### src/rtl/sdmod.sv
// sdmod: sigma-delta modulator, 16-bit signed samples to a DSDOUT/SDCLK pair.
// Define SDMOD_ORDER2_EN for the saturating second-order loop; default is first-order.
module sdmod (
  input  logic        SYSCLK,
  input  logic        SYSRST,
  input  logic        en,
  input  logic [7:0]  div,
  input  logic [7:0]  osr,
  input  logic [15:0] din,
  input  logic        din_valid,
  output logic        din_ready,
  output logic        DSDOUT,
  output logic        SDCLK,
  output logic        underrun,
  output logic        overload
);

  logic [7:0]         cnt;
  logic [7:0]         ocnt;
  logic signed [15:0] x;
  logic signed [15:0] hold;
  logic               full;
  logic               tick;
  logic               step;
  logic               wrap;
  logic               xfer;
  logic               y;

  assign din_ready = ~full;
  assign xfer      = din_valid & ~full;
  // >= lets a lowered div or osr take effect without waiting for wrap
  assign tick      = en & (cnt >= div);
  assign step      = tick & SDCLK;
  assign wrap      = ocnt >= osr;

  always_ff @(posedge SYSCLK) begin
    if (SYSRST) begin
      cnt      <= '0;
      ocnt     <= '0;
      SDCLK    <= 1'b0;
      DSDOUT   <= 1'b0;
      underrun <= 1'b0;
      x        <= '0;
      hold     <= '0;
      full     <= 1'b0;
    end else begin
      underrun <= 1'b0;
      if (xfer) begin
        hold <= din;
        full <= 1'b1;
      end
      if (!en) begin
        cnt    <= '0;
        ocnt   <= '0;
        SDCLK  <= 1'b0;
        DSDOUT <= 1'b0;
        x      <= '0;
      end else begin
        if (tick) begin
          cnt   <= '0;
          SDCLK <= ~SDCLK;
        end else begin
          cnt <= cnt + 8'd1;
        end
        if (step) begin
          DSDOUT <= y;
          if (wrap) begin
            ocnt <= '0;
            if (full) begin
              x    <= hold;
              full <= 1'b0;
            end else begin
              underrun <= 1'b1;
            end
          end else begin
            ocnt <= ocnt + 8'd1;
          end
        end
      end
    end
  end

`ifdef SDMOD_ORDER2_EN

  localparam logic signed [25:0] SMAX = 26'sd8388607;
  localparam logic signed [25:0] SMIN = -26'sd8388607;

  logic signed [23:0] int1;
  logic signed [23:0] int2;
  logic signed [23:0] n1;
  logic signed [23:0] n2;
  logic signed [25:0] s1;
  logic signed [25:0] s2;
  logic signed [25:0] fb;
  logic               sat1;
  logic               sat2;

  assign y  = ~int2[23];
  assign fb = y ? 26'sd32768 : -26'sd32768;

  always_comb begin
    s1   = {{2{int1[23]}}, int1} + {{10{x[15]}}, x} - fb;
    n1   = s1[23:0];
    sat1 = 1'b0;
    if (s1 > SMAX) begin
      n1   = SMAX[23:0];
      sat1 = 1'b1;
    end else if (s1 < SMIN) begin
      n1   = SMIN[23:0];
      sat1 = 1'b1;
    end
    // second stage integrates the freshly updated first stage
    s2   = {{2{n1[23]}}, n1} + {{2{int2[23]}}, int2} - fb;
    n2   = s2[23:0];
    sat2 = 1'b0;
    if (s2 > SMAX) begin
      n2   = SMAX[23:0];
      sat2 = 1'b1;
    end else if (s2 < SMIN) begin
      n2   = SMIN[23:0];
      sat2 = 1'b1;
    end
  end

  always_ff @(posedge SYSCLK) begin
    if (SYSRST || !en) begin
      int1     <= '0;
      int2     <= '0;
      overload <= 1'b0;
    end else begin
      overload <= step & (sat1 | sat2);
      if (step) begin
        int1 <= n1;
        int2 <= n2;
      end
    end
  end

`else

  logic signed [17:0] acc;
  logic signed [17:0] nacc;
  logic signed [17:0] fb;

  assign y        = ~acc[17];
  assign fb       = y ? 18'sd32768 : -18'sd32768;
  // acc stays within +/-2^16, so 18 bits never wrap
  assign nacc     = acc + {{2{x[15]}}, x} - fb;
  assign overload = 1'b0;

  always_ff @(posedge SYSCLK) begin
    if (SYSRST || !en) begin
      acc <= '0;
    end else if (step) begin
      acc <= nacc;
    end
  end

`endif

endmodule

### config.mk
export PLATFORM = sky130hd
export DESIGN_NAME = sdmod
export DESIGN_NICKNAME = d
export VERILOG_FILES = /design/src/rtl/sdmod.sv
export SDC_FILE = /design/constraint.sdc
export NUM_CORES = 1
export LEC_CHECK = 0
export BUFFER_PORTS_ARGS = -buffer_cell sky130_fd_sc_hd__buf_2
export CAP_MARGIN = 40
export CORE_MARGIN = 2
export CORE_UTILIZATION = 45
export DETAILED_ROUTE_END_ITERATION = 8
export GPL_ROUTABILITY_DRIVEN = 0
export PLACE_DENSITY_LB_ADDON = 0.1
export SETUP_SLACK_MARGIN = 0.2
export SLEW_MARGIN = 20
export SYNTH_ARGS = -nofsm -noshare
export SYNTH_HDL_FRONTEND = slang
export SYNTH_SLANG_ARGS = --single-unit
### constraint.sdc
create_clock -name SYSCLK -period 2.75 [get_ports SYSCLK]
set_input_delay 0.55 -clock SYSCLK [delete_from_list [all_inputs] [get_ports SYSCLK]]
set_output_delay 0.55 -clock SYSCLK [all_outputs]
set_load 0.05 [all_outputs]
[After elaboration in Yosys (flattened, before gate mapping)]
Cells that the tools add are included.
Storage, ports and cells
  flip-flop bits (word level): 70
  bits of input ports: 36
  output and inout port bits: 5
  logic and storage cells: 38
Operators by class
  add/subtract/negate cells: 4
  magnitude comparators: 2
  multiplexer cells: 8
  bitwise logic cells: 9
  reductions and logical operators: 6
Operators by type and width (count)
  adder 18 bit: 1
  two-way mux 18 bit: 1
  subtractor 18 bit: 1
  adder 8 x 1 -> 8 bit, second input constant: 2
  greater-or-equal comparator 8 bit: 2
  two-way mux 8 bit: 1
  two-way mux 1 bit: 6
  NOT 1 bit: 6
  OR reduction 4 bit: 1
  AND 1 bit: 3
  AND reduction 3 bit: 1
  OR reduction 3 bit: 1
  OR reduction 2 bit: 1
  logical NOT 1 bit: 1
  logical OR 1 bit: 1

[Depth between registers and ports, before layout]
  depth after elaboration: 7
  mapped depth: 11
  gate-level depth less buffers: 11

[Worst setup path after synthesis]
OpenSTA, ideal clock, no wires.
  path type: input -> register
  start point: in div[0]
  end point: reg x[5]
  library setup time: 0.135 ns
  arrival time: 2.252 ns
  required time: 2.615 ns
  slack: 0.363 ns
  stages on the path: 10
  path buffers: 2
  cells stage by stage: ha_1 nand2b_1 a2111o_1 a31oi_2 o31ai_2 and4_4 buf_6 buf_6 nand3_1 o31ai_2
Between the ends
  word-level cells in the longest chain between the ends: 4
RTL lines
  start, declared: RTL line 7  | input logic [7:0] div,
  greater-or-equal comparator 8 bit: RTL line 32  | assign tick = en & (cnt >= div);
  AND 1 bit: RTL line 32
  AND 1 bit: RTL line 33  | assign step = tick & SDCLK;
  AND reduction 3 bit (no line)
  end signal, assigned: RTL line 70  | x <= hold;
  end, declared: RTL line 20  | logic signed [15:0] x;
No other way between the ends.
A chain may end at the register's enable or synchronous reset.

[Worst setup path in the final report]
  start point: reg x[7]
  end point: reg acc[14]
Between the ends
  word-level cells in the longest chain between the ends: 2
RTL lines
  adder 18 bit: RTL line 148  | assign nacc = acc + {{2{x[15]}}, x} - fb;
  subtractor 18 bit: RTL line 148
  end signal, assigned: RTL line 155  | acc <= nacc;
  end, declared: RTL line 141  | logic signed [17:0] acc;
No other way between the ends.

==> flow_summary.toml <==
[sta]
rsz0062_at_grt = "true"
final-hold-violation-count = 0
slew_headroom_pct = 66.8
setup_violations = 0
fmax_ghz = 0.414
slew_violations = 0
finalCritPeriodShare_pct = 87.9
period_needed_ns = 2.42
max_slew.worst_pin.slew_ns = 0.497
setup-tns-final_ns = 0
fin_worst_skew_ns = 0.0175
fin_ws_ns = 0.333

[global_routing]
groute.usage.overall_pct = 19.4
grt_max_degree = 38
first_global_vias = 3594
antenna_found_initial = 0
grt_pass1_wl_um = 16000
overflow = 0

[critical_path]
cp.required_ns = 2.98
crit_type = "reg -> reg"
end_kind = "register"
crit_path_start_kind = "register"
worstPathArrival_ns = 2.65
cp_max_fo = 6

[detailed_routing]
first_iter_violations = 98
antenna_left = 0
first_pass_iters = 4
wl_um = 8930
vias_per_cell = 5.00
wl_per_cell_um = 12.6
via_count = 3537
drc = 0

[placement]
dp_hpwl_um = 6460
io_buffers = 39
dp_slack_ns = 0.123

[power]
leakagePower_nw = 2.16
vdd_drop_max_uv = 213
power_density_nw_per_um2 = 428

[floorplan]
die-area_um2 = 10300
fp.coreArea_um2 = 9240
die_h_um = 101
initial_core_util_pct = 46.2
fp.dieW_um = 101
ios = 41
rows = 35

[cells_and_area]
fillCellCount = 901
fin_nets = 661
area_delta_synth_final_pct = 16.6
diodes = 0
drive_above_1_share_pct = 19.0

[synth]
synth_seq_cells = 70
synthesis.nets = 622
synth_xor_xnor_area_share_pct = 3.49
ys.warnings.count = 0
netlist_instances = 534
synth_area_leaders = "dfxtp_1, ha_1, inv_1"
synth_area_leader_cell = "dfxtp_1"
seq_area_frac_synth_pct = 32.8
synth_compound_area_share_pct = 18.7
synth_top_family_by_area = "compound AO/OA/AOI/OAI gates"
synth_mux_area_share_pct = 0.703
async_flop_share_pct = 0
synth-edff-count = 0
ys.flop_type = "dfxtp_1"
synthAdderAreaFrac_pct = 15.4
syn_area_um2 = 4270
netlist-cell-type-count = 50
synth_top_area_share_pct = 32.8
syn_avg_cell_area_um2 = 8.00
yosys.area_share.simple_pct = 18.7

[clocking]
numCtsBuffers = 9
cts_max_level = 3
cts-root-buf = "clkbuf_8"
clock_sinks = 70
cts_buffer_depth = 2
cts_tree = "done"
path_clk_slew_ns = 0.09
clock_latency_ns = 0.36

[outcome]
outcome = "completed"

[flow_run]
maxCapViolations = 0

[worst_hold_path]
hold_class = "in -> reg"
==> synthesized netlist by cell type (5+ instances only) <==
cell	n
clkbuf_1	10
xor2_1	10
ha_1	51
buf_6	5
o21ai_0	17
nand3_1	28
nor2_1	28
nor3_1	5
xnor2_1	7
nand2b_1	5
dfxtp_1	70
nor2b_1	8
nand2_1	75
a21oi_1	50
and3_1	9
inv_1	78
o31ai_2	14
==> critical path, cell delays in order (launching register included) <==
cell and delay (ns):
dfxtp_1 0.33, inv_1 0.06, ha_1 0.29, inv_1 0.10, ha_4 0.23, a2111o_1 0.47, o2111ai_4 0.27, a21oi_2 0.08
o22ai_1 0.21, xor2_1 0.16, o22ai_1 0.09
==> per-stage QoR <==
stage               total power [W]  std cells  utilization [%]  hold slack (ns)  instance area, um2
finish                      0.00213        707             53.9            0.419                4980
global route                0.00222        707             53.9            0.416                4980
CTS                         0.00216        706             52.5            0.403                4850
detailed placement          0.00118        690             49.8            0.450                4600
global placement            0.00118        689             49.7            0.441                4590
floorplan                   0.00114        534                -            0.432                4270
==> power breakdown <==
part | internal, W | switching [W]
clock network | 0.000522 | 0.000451
logic | 0.0000455 | 0.0000721
registers | 0.00103 | 0.0000115
total | 0.00160 | 0.000534
==> placed cells by master (no fill, tap or decap), types with 4 or more instances in the layout <==
master,netlist,routed
o22ai_1,4,4
a21oi_1,50,49
o31ai_2,14,14
nand3_1,28,28
nand2_1,75,75
inv_1,78,77
a211oi_1,4,4
nor3_1,5,4
ha_1,51,45
xor2_1,10,10
ha_4,0,5
nor2b_1,8,6
nor2_1,28,27
nand4_1,4,4
xnor2_1,7,7
buf_2,4,39
dfxtp_1,70,67
and3_1,9,7
nand2b_1,5,5
clkbuf_8,0,9
buf_4,2,10
o21ai_0,17,15
nand3b_1,4,4
==> cell families (layout without fill, tap and decap cells) <==
logic type | after synthesis | count (layout)
AND/OR/NAND/NOR | 173 | 173
AO/OA/AOI/OAI | 117 | 117
buffers and inverters | 101 | 145
flip-flops | 70 | 70
adder cells (fa/ha/maj) | 52 | 52
XOR/XNOR | 17 | 17
multiplexers | 3 | 3
other | 1 | 1
==> metal layers <==
metal	track usage [%]	vias to the layer above	wire length (um)
li1	-	1865	-
met1	24.0	1625	4300
met2	33.8	40	4320
met3	3.93	7	226
met4	5.93	0	80
met5	0	-	0
==> what timing repair did <==
action	4_1_cts	5_1_grt
pin swaps	1	8
cloned	0	0
hold buffers	0	0
buffers inserted	0	1
resized for setup	3	25
setup endpoints to repair	1	16
==> path summary, 6_finish.rpt <==
path	cells past startpoint	slack, ns	to	start
max reg2reg	10	0.33	acc[14]$_SDFFE_PP0N_	x[7]$_SDFFE_PP0P_
max	10	0.33	acc[14]$_SDFFE_PP0N_	x[7]$_SDFFE_PP0P_
min reg2reg	2	0.46	acc[6]$_SDFFE_PP0N_	acc[6]$_SDFFE_PP0N_
min	3	0.42	hold[10]$_SDFFE_PP0P_	din[10]
==> final cells by class <==
class                      count  area (um2)  area share [%]
tap                          129         161            3.24
timing repair buffer          51         310            6.23
sequential                    70        1410            28.2
clock buffer                   9         124            2.49
inverter                      78         293            5.88
clock inverter                 7         103            2.06
multi-input combinational    363        2580            51.9
==> flip-flops by register name (all words and copies together), names as in the netlist <==
name / cells
DSDOUT: 1
SDCLK: 1
acc: 18
cnt: 8
full: 1
hold: 16
ocnt: 8
underrun: 1
x: 16
No activity file was read; power rests on OpenSTA's default activity.
